===== src/rtl/mreq_arbiter.sv =====
// Round-robin arbiter sharing one cmd_wb between N_REQ request masters.
// Latches the winning mreq and routes its rx/tx byte streams while busy.
module mreq_arbiter #(
    parameter int N_REQ      = 2,
    parameter int MREQ_WIDTH = 44,
    parameter int GRANT_W    = 1
) (
    input  logic                        i_clk,
    input  logic                        i_rst,
    input  logic [N_REQ-1:0]            i_mreq_valid,
    output logic [N_REQ-1:0]            o_mreq_ready,
    input  logic [N_REQ*MREQ_WIDTH-1:0] i_mreq,
    input  logic [N_REQ*8-1:0]          i_rx_data,
    input  logic [N_REQ-1:0]            i_rx_valid,
    output logic [N_REQ-1:0]            o_rx_ready,
    output logic [N_REQ*8-1:0]          o_tx_data,
    output logic [N_REQ-1:0]            o_tx_valid,
    input  logic [N_REQ-1:0]            i_tx_ready,
    output logic                        o_mreq_valid,
    input  logic                        i_mreq_ready,
    output logic [MREQ_WIDTH-1:0]       o_mreq,
    output logic [7:0]                  o_rx_data,
    output logic                        o_rx_valid,
    input  logic                        i_rx_ready,
    input  logic [7:0]                  i_tx_data,
    input  logic                        i_tx_valid,
    output logic                        o_tx_ready,
    output logic                        o_busy,
    output logic [GRANT_W-1:0]          o_grant
);

    typedef enum logic {
        IDLE,
        BUSY
    } state_e;

    state_e                  state_q, state_d;
    logic [GRANT_W-1:0]      grant_q, grant_d;
    logic [GRANT_W-1:0]      ptr_q, ptr_d;
    logic [MREQ_WIDTH-1:0]   mreq_q, mreq_d;
    logic                    mreq_valid_q, mreq_valid_d;
    logic [GRANT_W-1:0]      winner;
    logic [GRANT_W:0]        scan;
    logic                    found;
    logic [MREQ_WIDTH-1:0]   mreq_sel;
    logic                    busy;

    assign busy = (state_q == BUSY);

    // Scan from ptr upward with wrap; one extra bit keeps ptr+i from overflowing.
    always_comb begin
        winner   = '0;
        found    = 1'b0;
        scan     = '0;
        mreq_sel = '0;
        for (int i = 0; i < N_REQ; i++) begin
            scan = {1'b0, ptr_q} + (GRANT_W+1)'(i);
            if (scan >= (GRANT_W+1)'(N_REQ)) begin
                scan = scan - (GRANT_W+1)'(N_REQ);
            end
            if (!found && i_mreq_valid[scan[GRANT_W-1:0]]) begin
                found  = 1'b1;
                winner = scan[GRANT_W-1:0];
            end
        end
        for (int k = 0; k < N_REQ; k++) begin
            if (winner == GRANT_W'(k)) begin
                mreq_sel = i_mreq[k*MREQ_WIDTH +: MREQ_WIDTH];
            end
        end
    end

    always_comb begin
        state_d      = state_q;
        grant_d      = grant_q;
        ptr_d        = ptr_q;
        mreq_d       = mreq_q;
        mreq_valid_d = mreq_valid_q;
        unique case (state_q)
            IDLE: begin
                if (found) begin
                    grant_d      = winner;
                    mreq_d       = mreq_sel;
                    mreq_valid_d = 1'b1;
                    state_d      = BUSY;
                end
            end
            BUSY: begin
                if (mreq_valid_q && i_mreq_ready) begin
                    mreq_valid_d = 1'b0;
                    state_d      = IDLE;
                    if (grant_q == GRANT_W'(N_REQ-1)) begin
                        ptr_d = '0;
                    end else begin
                        ptr_d = grant_q + 1'b1;
                    end
                end
            end
            default: state_d = IDLE;
        endcase
    end

    always_ff @(posedge i_clk or posedge i_rst) begin
        if (i_rst) begin
            state_q      <= IDLE;
            grant_q      <= '0;
            ptr_q        <= '0;
            mreq_q       <= '0;
            mreq_valid_q <= 1'b0;
        end else begin
            state_q      <= state_d;
            grant_q      <= grant_d;
            ptr_q        <= ptr_d;
            mreq_q       <= mreq_d;
            mreq_valid_q <= mreq_valid_d;
        end
    end

    // Only the granted requester sees cmd_wb; everything else reads 0.
    always_comb begin
        o_mreq_ready = '0;
        o_rx_ready   = '0;
        o_tx_valid   = '0;
        o_tx_data    = '0;
        o_rx_data    = '0;
        o_rx_valid   = 1'b0;
        o_tx_ready   = 1'b0;
        for (int k = 0; k < N_REQ; k++) begin
            if (busy && grant_q == GRANT_W'(k)) begin
                o_mreq_ready[k]     = i_mreq_ready;
                o_rx_ready[k]       = i_rx_ready;
                o_tx_valid[k]       = i_tx_valid;
                o_tx_data[k*8 +: 8] = i_tx_data;
                o_rx_data           = i_rx_data[k*8 +: 8];
                o_rx_valid          = i_rx_valid[k];
                o_tx_ready          = i_tx_ready[k];
            end
        end
    end

    assign o_mreq_valid = mreq_valid_q;
    assign o_mreq       = mreq_q;
    assign o_busy       = busy;
    assign o_grant      = grant_q;

endmodule


===== config.mk =====
export PLATFORM = sky130hd
export DESIGN_NAME = mreq_arbiter
export DESIGN_NICKNAME = d
export VERILOG_FILES = /design/src/rtl/mreq_arbiter.sv
export SDC_FILE = /design/constraint.sdc
export NUM_CORES = 1
export LEC_CHECK = 0
export CAP_MARGIN = 20
export CORE_MARGIN = 2
export CORE_UTILIZATION = 37
export DETAILED_ROUTE_END_ITERATION = 7
export PLACE_DENSITY_LB_ADDON = 0.3
export RECOVER_POWER = 25
export SYNTH_ARGS = -nofsm -noshare
export SYNTH_HDL_FRONTEND = slang
export SYNTH_SLANG_ARGS = --single-unit

===== constraint.sdc =====
create_clock -name i_clk -period 2.37 [get_ports i_clk]
set_input_delay 0.474 -clock i_clk [delete_from_list [all_inputs] [get_ports i_clk]]
set_output_delay 0.474 -clock i_clk [all_outputs]
set_load 0.01 [all_outputs]

## Word level (Yosys, flattened, before mapping)

Index checks and enable logic that the tools add are counted.

| storage, ports and cells | value |
|---|---|
| logic and storage cells | 57 |
| output and inout port bits | 79 |
| register bits | 48 |

| cells by class | value |
|---|---|
| multiplexer cells | 32 |
| reductions and logical operators | 8 |
| add/sub/neg operators | 4 |
| $lt $le $gt $ge | 4 |
| bitwise gates (word level) | 2 |
| eq/ne operators | 2 |

Operators by type and width:

| cell | count |
|---|---|
| 44-bit 2-to-1 mux | 1 |
| 8-bit 2-to-1 mux | 4 |
| 1-bit 2-to-1 mux | 25 |
| 2-bit AND reduction | 3 |
| 1-bit logical AND | 4 |
| 1-bit by 2-bit less-than comparator with 1-bit output, second input constant | 2 |
| 1-bit case mux with 2 select lines | 2 |
| 1-bit by 1-bit adder with 2-bit output, second input constant | 1 |
| 1-bit by 2-bit greater-or-equal comparator with 1-bit output, second input constant | 1 |
| 2-bit greater-or-equal comparator, second input constant | 1 |
| 2-bit by 1-bit != test with 1-bit output, second input constant | 1 |
| 2-bit != test, second input constant | 1 |
| 1-bit inverter | 2 |
| 1-bit subtractor, second input constant | 2 |
| 1-bit adder, second input constant | 1 |
| 1-bit zero test | 1 |

## Logic depth before layout (Yosys ltp)

Gate-level depths: netlist of run 1.

| depth | value |
|---|---|
| word-level depth | 10 |
| gate-level depth with buffers | 6 |
| depth with buffers taken out | 3 |

## Worst setup path before layout of run 1

OpenSTA, ideal clock, no wires.

| path | value |
|---|---|
| path kind | reg2out |
| start point | register grant_q (netlist: o_grant) |
| end point | output o_rx_data[0] |
| data required time | 1,896 ps |
| data arrival time | 1,071 ps |
| path slack | 825 ps |
| stages on the path, launching flop included | 5 |
| cells stage by stage | dfrtp_1 buf_2 buf_2 mux2i_1 nor2b_1 |

| on the way | value |
|---|---|
| longest elaborated chain between the ends | 4 |
| elaborated cells on any way between the ends | 5 |

Ends and longest elaborated chain:

| what | RTL line | RTL |
|---|---|---|
| start: declaration | 38 | `logic [GRANT_W-1:0] grant_q, grant_d;` |
| start signal: assignment | 112 | `grant_q <= grant_d;` |
| 1-bit inverter | 129 | `if (busy && grant_q == GRANT_W'(k)) begin` |
| 1-bit logical AND | 129 |  |
| 8-bit 2-to-1 mux | 129 |  |
| 8-bit 2-to-1 mux (*) | 129 |  |
| end: declaration | 22 | `output logic [7:0] o_rx_data,` |

Every way passes the cells marked *; elsewhere a longest branch is shown, timed or not.

## Worst setup path in the final report of run 1

Same ends and word-level chain as after synthesis.

==> results of run 1 <==
cells in the mapped netlist, types with 2 or more instances:
cell       n  area (µm²)
a31oi_1   44         275
and2_1    11        68.8
and3_1    11        68.8
buf_2     15        75.1
buf_4      5        37.5
buf_6      2        22.5
clkbuf_1  10        37.5
clkbuf_2   2        10.0
dfrtp_1   48        1200
inv_1      3        11.3
mux2i_1   10         100
nand3_1   45         225
nor2_1    45         169
nor2b_1   12        75.1
o21ai_0   40         200
o21ai_1    5        25.0
worst paths after layout:
path                                     start                endpoint  slack (ps)  depth (start not counted)
min in group asynchronous                i_rst  o_mreq[11]$_DFFE_PP0P_         820                          2
setup reg to reg              o_busy$_DFF_PP0_  o_mreq[37]$_DFFE_PP0P_         710                          5
hold reg to reg              ptr_q$_DFFE_PP0P_       ptr_q$_DFFE_PP0P_         520                          2
setup / recovery           o_grant$_DFFE_PP0P_            o_rx_data[0]         150                          4
hold / removal               ptr_q$_DFFE_PP0P_       ptr_q$_DFFE_PP0P_         520                          2
max in group asynchronous                i_rst        o_busy$_DFF_PP0_         400                          3
layer usage:
layer / global-route usage / vias up / part of all wire
met5: 0 / - / 0
met4: 0.0826 / 0 / 0.023
met3: 0.0784 / 18 / 0.091
met2: 0.402 / 142 / 0.50
met1: 0.264 / 1423 / 0.39
li1: - / 1492 / -
cell type report:
type	count	area [µm²]
sequential	48	1200
multi-input combinational	229	1260
inverter	3	11.3
fill	565	2050
clock inverter	2	13.8
timing repair buffer	214	2130
tap	96	120
clock buffer	6	82.6
power by group through the flow:
stage                     sequential (W)  combinational, W  clock (W)
after floorplan                  0.00161          0.000896          0
after global placement           0.00143           0.00256          0
after detailed placement         0.00145           0.00260          0
after CTS                        0.00144           0.00261   0.000534
after global routing             0.00149           0.00280   0.000567
final                            0.00144           0.00258   0.000518
through the flow:
step | setup slack, ps | hold slack [ps] | util | instance area (µm²) | total power [W]
after floorplan | 752 | 463 | - | 2650 | 0.00251
after global placement | 184 | 500 | 0.689 | 4740 | 0.00399
after detailed placement | 164 | 515 | 0.689 | 4740 | 0.00405
after CTS | 81.5 | 535 | 0.703 | 4830 | 0.00458
after global routing | 54.3 | 579 | 0.701 | 4820 | 0.00486
final | 153 | 523 | 0.701 | 4820 | 0.00453
state kept, by name, indices dropped and copies added (netlist names):
name / count
o_mreq: 44
o_busy: 1
o_grant: 1
o_mreq_valid: 1
ptr_q: 1
cells by family after synthesis:
kind of cell           Yosys count  share of synthesized area
multiplexers                    10                     0.0377
flip-flops                      48                      0.453
buffers and inverters           38                     0.0759
AND/OR/NAND/NOR                126                      0.233
AO/OA/AOI/OAI                   93                      0.201
worst max-delay path, cell delays in order (launching register included):
cell             delay (ps)
dfrtp_1                 410
buf_4                   200
mux2i_1                 160
nor2b_1                 130
clkdlybuf4s50_1         550
cell usage in the layout (no fill, tap or decap), types with 2 or more instances in the layout:
| master | synthesis | layout |
|---|---|---|
| a31oi_1 | 44 | 44 |
| and2_1 | 11 | 11 |
| and3_1 | 11 | 11 |
| buf_12 | 0 | 2 |
| buf_4 | 5 | 10 |
| clkbuf_8 | 0 | 6 |
| clkdlybuf4s50_1 | 0 | 199 |
| dfrtp_1 | 48 | 47 |
| inv_1 | 3 | 3 |
| mux2i_1 | 10 | 10 |
| nand3_1 | 45 | 45 |
| nor2_1 | 45 | 45 |
| nor2b_1 | 12 | 11 |
| o21ai_0 | 40 | 40 |
| o21ai_1 | 5 | 5 |
==> metrics.yaml, run 1 <==
layout:
  final_nets: 624
  stdcell_count: 598
  antenna_cells: 0
  final_layout_size_suffix_gt1_frac: 0.0518
  area_growth_pct: 81.7
synth:
  avgSynthCellArea_um2: 8.42
  synth_area_mm2: 0.00265
  synthFlopType: "dfrtp_1"
  yosysSeqAreaShare: 0.453
  synth_cell_types: 23
  yosys_register_bits: 48
  yosysWarnings: 0
  syn-instance-count: 315
  ys_async_sr_fraction: 1.00
  synth-edff-count: 0
  syn-num-nets: 438
sta:
  worstMarginPinSlew_ps: 927
  slew_viol_final: 0
  finalCriticalPeriod_ps: 2220
  setup_viol: 0
  fmax_mhz: 451
  finalCritPeriodShare: 0.936
  finClkSkew_ps: 8.02
  rsz0062_at_grt: "no"
  fin_setup_tns_ps: 0
  hold_viol: 0
  timing.slew.headroom: 0.381
setup_path:
  critPathKind: "flop to primary output"
  required_ps: 1900
  cp.arrival_ps: 1740
  path_max_fanout: 8
  start_kind: "flop"
  critPathCaptureType: "primary output"
clocking:
  cts_tree: "yes"
  cts-buffers-inserted: 5
  root_buffer: "clkbuf_8"
  clkSlewWorstSetupHoldPaths_ps: 90
  clkLatencyLatePin_ps: 290
  post_cts_buffers: 0
  cts_resized: 0
  htreeDepth: 2
  cts_sinks: 48
  cts_buffer_depth: 2
  ctsHoldBuffers: 0
place:
  gp_congestion: 0.813
  hpwl_mm: 6.95
  port_buffers: 201
  placed_cells_incl_taps: 590
drt:
  wl_per_cell_um: 15.7
  vias: 3075
  ant_nets: 0
  drt-total-wl_mm: 9.38
  drt_iter0_drc: 155
  drcViolationCount: 0
  drtPass1Iterations: 4
  vias_per_cell: 5.14
job:
  maxCapViolCount: 0
power:
  powerDensity_mw_per_mm2: 940
  p_sw_frac: 0.350
  p_seq_frac: 0.317
  power.leakage_nw: 1.87
  p_sw_w: 0.00159
  p_int_w: 0.00294
  peakVddDrop_uv: 448
  comb_power_share: 0.569
  p_clk_frac: 0.114
grt:
  grt_max_degree: 35
  grtUsageTotal: 0.231
  grt_pass1_vias: 3012
  grt-ovfl-total: 0
  grt_antenna_before_repair: 0
  grt_pass1_wl_mm: 14.3
floorplanning:
  rows: 30
  start_util: 0.386
  core_mm2: 0.00687
  die_y_um: 88.7
  die-area_mm2: 0.00786
  ios: 202
  die_w_um: 88.7
outcome:
  status: "finished, final reports clean"
min_path:
  hp-class: "flop to flop"
Note: power is estimated with default switching activity, not from simulation.
==> run 2, diff against run 1 <==
ABC_AREA = 1   (was default)
CORE_UTILIZATION = 39   (was 37)
==> run 2 against run 1 <==
Design area is 8.1% higher. First-iteration DRC count shrank 26%. Register-to-register slack better by 230 ps. Critical path type unchanged. Critical endpoint is now o_tx_data[9].
==> metrics.yaml, run 2 <==
min_path:
  worstHoldPathCells: 2  # unchanged
  hold_path_end: "o_mreq[30]$_DFFE_PP0P_"
  min_from: "o_mreq[30]$_DFFE_PP0P_"
  hp-class: "flop to flop"
floorplanning:
  rows: 32  # +6.7%
  start_util: 0.395  # +0.00874
  die-area_mm2: 0.00842  # +7.1%
  die_y_um: 91.8  # +3.5%
  ios: 202  # unchanged
  die_w_um: 91.8  # +3.5%
  core_mm2: 0.00761  # +11%
layout:
  area_growth_pct: 73.3
  final_nets: 780  # +25%
  layout_common_cells: "clkdlybuf4s50_1, nand2_1, inv_1"
  fillerInstances: 653  # +16%
  final_util: 0.685  # -0.0169
  antenna_cells: 0  # unchanged
  final_layout_size_suffix_gt1_frac: 0.0547  # +0.00292
  largest_reg_flops: 44  # unchanged
  layout_commonest_cell: "clkdlybuf4s50_1"
  stdcell_count: 760  # +27%
  stdcell_area_mm2: 0.00521  # +8.1%
power:
  power.leakage_nw: 2.75  # +47%
  power_w: 0.00457  # +0.88%
  peakVddDrop_uv: 433  # -3.4%
  powerDensity_mw_per_mm2: 878  # -6.7%
sta:
  hold_viol: 0  # unchanged
  setup_viol: 0  # unchanged
  timing.slew.headroom: 0.486  # +0.105
  slew_viol_final: 0  # unchanged
  fin_setup_tns_ps: 0  # unchanged
  finClkSkew_ps: 8.72  # +0.703 ps
  finalCritPeriodShare: 0.958  # +0.0219
  finalCriticalPeriod_ps: 2270  # +52.0 ps
  fmax_mhz: 441  # -2.3%
  worstMarginPinSlew_ps: 770  # -157 ps
  rsz0062_at_grt: "no"
place:
  placed_area_mm2: 0.00510  # +7.8%
  hpwl_mm: 7.29  # +5.0%
  gp_congestion: 0.784  # -3.6%
  port_buffers: 201  # unchanged
  placed_cells_incl_taps: 752  # +27%
job:
  maxCapViolCount: 0  # unchanged
clocking:
  cts_tree: "yes"
  htreeDepth: 2  # unchanged
  clkSlewWorstSetupHoldPaths_ps: 80  # about the same
  cts_sinks: 48  # unchanged
  post_cts_buffers: 0  # unchanged
  root_buffer: "clkbuf_8"
  cts_buffer_depth: 2  # unchanged
  ctsHoldBuffers: 0  # unchanged
  clkLatencyLatePin_ps: 300  # about the same
  cts-buffers-inserted: 5  # unchanged
setup_path:
  required_ps: 1900  # about the same
  path_max_fanout: 15  # +7
  rr_worst_depth: 7  # +2
  start_kind: "flop"
  ff2ff_setup_slack_ps: 940  # +230 ps
  critPathKind: "flop to primary output"
  reg2reg_to: "o_mreq[18]$_DFFE_PP0P_"
  cp.arrival_ps: 1800  # +60 ps
  critPathCaptureType: "primary output"
  reg2reg_from: "ptr_q$_DFFE_PP0P_"
grt:
  grt_antenna_before_repair: 0  # unchanged
  grt_pass1_vias: 3407  # +13%
  grt_pass1_wl_mm: 15.4  # +8.3%
  grtUsageTotal: 0.222  # -0.00922
  grt-ovfl-total: 0  # unchanged
  grt_max_degree: 46  # +31%
synth:
  synth_area_mm2: 0.00300  # +13%
  synth-edff-count: 0  # unchanged
  synth.area.top_cells: "dfrtp_1, nand2_1, nand3_1, inv_1, nor2_1"
  ys_async_sr_fraction: 1.00  # unchanged
  syn-num-nets: 588  # +34%
  syn-instance-count: 465  # +48%
  synth_cell_types: 18  # -22%
  yosysSeqAreaShare: 0.400  # -0.0530
  synthFlopType: "dfrtp_1"
  avgSynthCellArea_um2: 6.46  # -23%
  yosysMostFrequentCell: "nand2_1"
  synth_common_cells: "nand2_1, inv_1, nand3_1, dfrtp_1, nor2_1"
  yosys_register_bits: 48  # unchanged
  synth_top_cell_by_area: "dfrtp_1"
  synth_top_area_frac: 0.400  # -0.0530
  yosysWarnings: 0  # unchanged
drt:
  drcViolationCount: 0  # unchanged
  wl_per_cell_um: 12.4  # -21%
  vias: 3466  # +13%
  drtPass1Iterations: 4  # unchanged
  vias_per_cell: 4.56  # -11%
  drt-total-wl_mm: 9.44  # +0.64%
  ant_nets: 0  # unchanged
  drt_iter0_drc: 114  # -26%
outcome:
  status: "finished, final reports clean"
==> run 2: changes by cell type after synthesis, moves of 12 or more <==
cell,delta
nand3_1,+53
nand2_1,+136
nor2b_1,-12
a31oi_1,-44
o21ai_0,-38
inv_1,+109
nor2_1,-21
==> run 2: kinds of logic (layout without fill, tap and decap cells) <==
family          count (synthesis)  after routing  synth area share
buf+inv                       140            333             0.184
simple gates                  264            264             0.381
flops                          48             48             0.400
compound gates                 13             13            0.0350
==> run 2: per-stage QoR <==
step                worst slack, ps  hold WS [ps]
finish                          100           483
global route                   3.87           499
CTS                            91.3           488
detailed placement              175           465
global placement                216           461
floorplan                       735           453
==> run 2: worst max path at each step <==
| stage | start | end | depth (start not counted) |
|---|---|---|---|
| finish | o_busy$_DFF_PP0_ | o_tx_data[9] | 4 |
| global route | o_busy$_DFF_PP0_ | o_tx_data[8] | 4 |
| CTS | o_busy$_DFF_PP0_ | o_tx_data[8] | 4 |
| detailed placement | o_busy$_DFF_PP0_ | o_rx_data[5] | 4 |
| global placement | o_busy$_DFF_PP0_ | o_tx_data[6] | 4 |
| floorplan | o_busy$_DFF_PP0_ | o_rx_ready[0] | 4 |
==> run 2: power breakdown <==
group	internal, W	switching, W
combinational	0.00140	0.00113
sequential	0.00120	0.000221
clock	0.000345	0.000270
total	0.00295	0.00162
==> run 2: layout make-up <==
class / count / area, µm² / share of cell area
flip-flops and latches: 48 / 1200 / 0.231
well taps: 102 / 128 / 0.0245
clock buffers: 6 / 82.6 / 0.0159
clock inverters: 2 / 38.8 / 0.00745
inverters: 114 / 430 / 0.0827
repair buffers: 211 / 2080 / 0.399
multi-input cells: 277 / 1250 / 0.240
==> run 2: timing repair <==
action	CTS	global route
setup endpoints to repair	26	0
hold endpoints to repair	0	0
gates resized for setup	3	0
==> run 2: worst max-delay path, stage by stage (launching register included) <==
cell and delay [ps]:
dfrtp_1 370, buf_4 250, nand2_2 180, nor2_1 140, clkdlybuf4s50_1 560
==> run 2: metal layers <==
layer / wire length [µm] / vias up / GRT usage / part of all wire
met5: 0 / - / 0 / 0
met4: 190 / 0 / 0.0759 / 0.020
met3: 665 / 18 / 0.0509 / 0.070
met2: 4660 / 138 / 0.384 / 0.49
met1: 3930 / 1556 / 0.272 / 0.42
li1: - / 1754 / - / -
==> run 3, diff against run 2 <==
CTS_CLUSTER_SIZE = 14   (was default)
SLEW_MARGIN = 20   (was default)
==> results of run 3 <==
Same layout as run 2: the final DEF is identical, and so are final timing and power.
==> patch 1, RTL diff (config.mk and constraints of run 1) <==
`MREQ_WIDTH`: 44 -> 40.
--- a/src/rtl/mreq_arbiter.sv
+++ b/src/rtl/mreq_arbiter.sv
@@ -4,3 +4,3 @@
     parameter int N_REQ      = 2,
-    parameter int MREQ_WIDTH = 44,
+    parameter int MREQ_WIDTH = 40,
     parameter int GRANT_W    = 1
Ports: changed (resized i_mreq and o_mreq); port bits go from 202 to 190. The function was not compared with the original's and may differ.
==> patch 1 against run 1 <==
- sequential cell count down 4
- area after synthesis fell by 6.2%
- fmax shrank 0.53%
- clock power down 3%
- clock skew fell by 0.0041 ns
- design area down 6.3%
- worst setup slack lost 0.012 ns
- total power rose by 1.7%
- wire length is 5.7% lower
- sequential power is 8% lower
- critical path type unchanged
- largest cell class unchanged
- highest routed layer unchanged
==> patch 1: results (changes against run 1) <==
| Metric | Value |
|---|---|
| DP Area | `4420 sq um (-6.7%)` |
| Depth of the worst register-to-register path | `5 (unchanged)` |
| Avg Inst Size Synth | `8.55 sq um (+1.6%)` |
| Top cells by count, synth | `dfrtp_1, nand3_1, a31oi_1, nor2_1, o21ai_0` |
| Pin count of the biggest net entering global routing | `45 (+29%)` |
| Synth area leaders | `dfrtp_1, a31oi_1, nand3_1` |
| Met3 Use GR | `0.0828 (+0.00441)` |
| Fillers | `512 (-9.4%)` |
| Clk root buf | `clkbuf_8` |
| Layout Nets | `584 (-6.4%)` |
| Met2 wire length | `4.40 mm (-6.3%)` |
| Share of cells above drive strength 1 | `0.0490 (-0.00275)` |
| Buffers excl. clock | `203 (-5.1%)` |
| PortBufs | `189 (-6.0%)` |
| Finished Layout Cells | `546 (-8.7%)` |
| Max IR drop VDD | `0.474 mV (+5.8%)` |
| Sw power | `1.67 mW (+5.0%)` |
| Met1 Usage GRT | `0.273 (+0.00913)` |
| Max reg flops | `40 (-9.1%)` |
| Synth Net Count | `406 (-7.3%)` |
| Combinational group share of total power | `0.606 (+0.037)` |
| #MultiIn Comb | `212 (-7.4%)` |
| Vias in the first global route | `2,872 (-4.6%)` |
| Worst r2r dst | `o_mreq[35]` |
| First-pass GRT wire length | `14.0 mm (-2.0%)` |
| Compound-cell area share of the yosys netlist | `0.200 (-0.00135)` |
| Area Growth Syn to Fin | `81.3%` |
| WP data arrival | `1.76 ns (+0.02 ns)` |
| Tap Count | `77 (-20%)` |
| Placed wire-length estimate | `6.65 mm (-4.2%)` |
| 1st-iter DRT viols | `114 (-26%)` |
| Outcome | `finished, final reports clean` |
| Max FO, Critical Path | `24 (+16)` |
| GPL Wtd Cong | `0.822 (+1.1%)` |
| P_clk | `502 uW (-3%)` |
| Static leakage | `1.77 nW (-5.6%)` |
| Postcts setup bufs | `0 (unchanged)` |
| Clock network area share | `0.0213 (+0.00135)` |
| Met2 Resource Use GR | `0.414 (+0.0120)` |
| Worst-Margin Slew | `1.12 ns (+0.189 ns)` |
| Sequential cell area fraction in the yosys report | `0.442 (-0.0104)` |
| WL/cell | `16.2 um (+3.2%)` |
| Overall Global Routing Usage | `0.237 (+0.00540)` |
| Multiplexer area fraction after synthesis | `0.0402 (+0.00249)` |
| Seq/total area | `0.244 (-0.00557)` |
| Internal Dissipation | `2.94 mW (about the same)` |
| Skew final | `0.00388 ns (-0.00414 ns)` |
| Routed length on met1 | `3.43 mm (-5.1%)` |
| Layout clock buffer count | `7 (+1)` |
| DR top layer | `met4` |
| Sinks on Clock Net | `44 (-8.3%)` |
| Post-synth cell types | `24 (+4.3%)` |
| Dpl cells | `539 (-8.6%)` |
| Hold slack | `0.532 ns (+0.00831 ns)` |
| Multi-input gate share of total cell area | `0.261 (-0.00115)` |
| R2R Setup Slk | `0.86 ns (+0.15 ns)` |
| Worst slack, placed | `0.192 ns (+0.0281 ns)` |
| Data buffer area share | `0.450 (+0.00879)` |
| DR vias/cell | `5.37 (+4.5%)` |
==> patch 1: cell count changes in the layout (fill, tap and decap cells not counted), sizes merged, moves of 2 or more <==
cell | before | now
o21ai | 45 | 41
dfrtp | 48 | 44
inv | 4 | 2
clkdlybuf4s50 | 199 | 188
nor2 | 45 | 40
nand3 | 45 | 41
a31oi | 44 | 40
==> patch 1: worst max path at each step <==
stage,from,to,slack [ns],cells past startpoint
finish,o_grant,o_rx_data[6],0.14,4
global route,o_grant,o_tx_ready,0.02,4
CTS,o_grant,o_rx_data[6],0.11,4
detailed placement,i_rx_data[14],o_rx_data[6],0.19,4
global placement,i_tx_ready[1],o_tx_ready,0.21,4
floorplan,o_grant,o_rx_data[0],0.83,4
==> patch 1: worst max-delay path: stages (launching register included) <==
cell	delay, ns
dfrtp_1	0.36
buf_4	0.29
mux2i_1	0.26
nor2b_1	0.06
clkdlybuf4s50_1	0.49
==> patch 2, RTL diff (flow settings as in run 1) <==
Without the edit above. Reset style: synchronous (`i_rst`), changed in one clocked block.
--- a/src/rtl/mreq_arbiter.sv
+++ b/src/rtl/mreq_arbiter.sv
@@ -102,3 +102,3 @@
 
-    always_ff @(posedge i_clk or posedge i_rst) begin
+    always_ff @(posedge i_clk) begin
         if (i_rst) begin
Function: differs if i_rst is asserted again (counterexample within 4 cycles, from zero or initial values and one cycle with i_rst high); with i_rst held inactive, the same outputs for 10 cycles.
==> patch 2 against run 1 <==
- highest routed layer unchanged
- die area rose by 0.27%
- critical path type is now in -> out
- wire length up 0.85%
- worst setup slack improved by 0.0010 ns
- count of clock-buffer cells in the layout stayed put
- sequential cell count unchanged
- design area shrank 0.57%
- area after synthesis is 0.28% higher
Power is not compared: it rests on default switching activity, and its combinational part moved more than twofold at a synthesized area within 25%.
==> patch 2: results (changes against run 1) <==
| Metric | Value |
|---|---|
| Share of cells above drive strength 1 | `0.0810 (+0.0292)` |
| Worst r2r dst | `o_mreq[20]` |
| Max reg flops | `44 (unchanged)` |
| Top cells by count, synth | `nor2_1, dfxtp_1, nand3_1` |
| Skew final | `0.0117 ns (+0.00365 ns)` |
| Clk_lat worst skew | `0.31 ns (+0.02 ns)` |
| Overall Global Routing Usage | `0.228 (-0.00309)` |
| Sequential cell area fraction in the yosys report | `0.361 (-0.0916)` |
| First-pass GRT wire length | `14.3 mm (+0.39%)` |
| Met2 wire length | `4.72 mm (+0.53%)` |
| Post-synth cell types | `26 (+13%)` |
| WL/cell | `15.7 um (+0.18%)` |
| Delay of the slowest critical-path stage | `0.57 ns (+0.02 ns)` |
| Layout Nets | `628 (+0.64%)` |
| GPL Wtd Cong | `0.738 (-9.2%)` |
| Clock Path Buffers | `2 (unchanged)` |
| Vias | `3,189 (+3.7%)` |
| Routed WL | `9.46 mm (+0.85%)` |
| Fillers | `592 (+4.8%)` |
| Vias in the first global route | `3,039 (+0.90%)` |
| Worst r2r src | `o_busy` |
| Hold Startpoint | `o_mreq[0]` |
| CTS Hold Bufs | `0 (unchanged)` |
| DR top layer | `met4` |
| Max FO, Critical Path | `4 (-4)` |
| Synth area leaders | `dfxtp_1, a311oi_1, nand3_1` |
| Asr flop ratio synth | `0 (-1.00)` |
| Slew HR | `0.550 (+0.169)` |
| Crit path to | `o_mreq_ready[0]` |
| Outcome | `finished, final reports clean` |
| Placed wire-length estimate | `7.06 mm (+1.7%)` |
| Hold worst-path end | `o_mreq[0]` |
| 1st-iter DRT viols | `91 (-41%)` |
| Pin count of the biggest net entering global routing | `42 (+20%)` |
| Met3 Wirelength | `810 um (-5.5%)` |
| Crit path max-delay cell type | `dlygate4sd3_1` |
| Synth Net Count | `446 (+1.8%)` |
| Dpl cells | `594 (+0.68%)` |
| Post-CTS sizing | `0 (unchanged)` |
| Routed length on met1 | `3.67 mm (+1.5%)` |
| Mapped Cells | `323 (+2.5%)` |
-- patch 2: through the flow --
step | hold WS, ns | total power [mW] | worst slack (ns) | area [sq um] | util
2_1_floorplan | 0.488 | 1.30 | 0.789 | 2660 | -
3_3_place_gp | 0.482 | 1.75 | 0.232 | 4680 | 0.682
3_5_place_dp | 0.491 | 1.76 | 0.207 | 4680 | 0.682
4_1_cts | 0.504 | 2.39 | 0.191 | 4810 | 0.700
5_1_grt | 0.514 | 2.47 | 0.107 | 4790 | 0.697
6_report | 0.497 | 2.36 | 0.154 | 4790 | 0.697
-- patch 2: area by class of cell --
type / count / area share
clock buffers: 6 / 0.0172
clock inverters: 2 / 0.00810
inverters: 3 / 0.00235
multi-input cells: 231 / 0.301
flip-flops and latches: 48 / 0.201
well taps: 96 / 0.0251
repair buffers: 216 / 0.446
-- patch 2: worst reg2reg max path, cell delays in order (launching register included) --
cell and delay [ns]:
dfxtp_1 0.32, buf_4 0.20, o21ba_4 0.44, buf_12 0.23, nor2_1 0.06, a311oi_1 0.31
-- patch 2: logic make-up (layout without fill, tap and decap cells) --
family,count (synthesis),count (layout),share of synthesized area
buf+inv,44,227,0.0983
simple gates,129,129,0.228
mux,10,10,0.0376
flops,48,48,0.361
compound gates,92,92,0.275
-- patch 2: layer usage --
layer,vias to the layer above,GRT usage
met5,-,0
met1,1451,0.276
li1,1557,-
met3,25,0.0616
met4,0,0.0785
met2,156,0.390
-- patch 2: where the power goes --
part           internal, mW  switching (mW)  leakage (nW)
combinational         0.461           0.342          1.34
clock                 0.345           0.288        0.0614
sequential            0.883          0.0361         0.399
total                  1.69           0.666          1.80
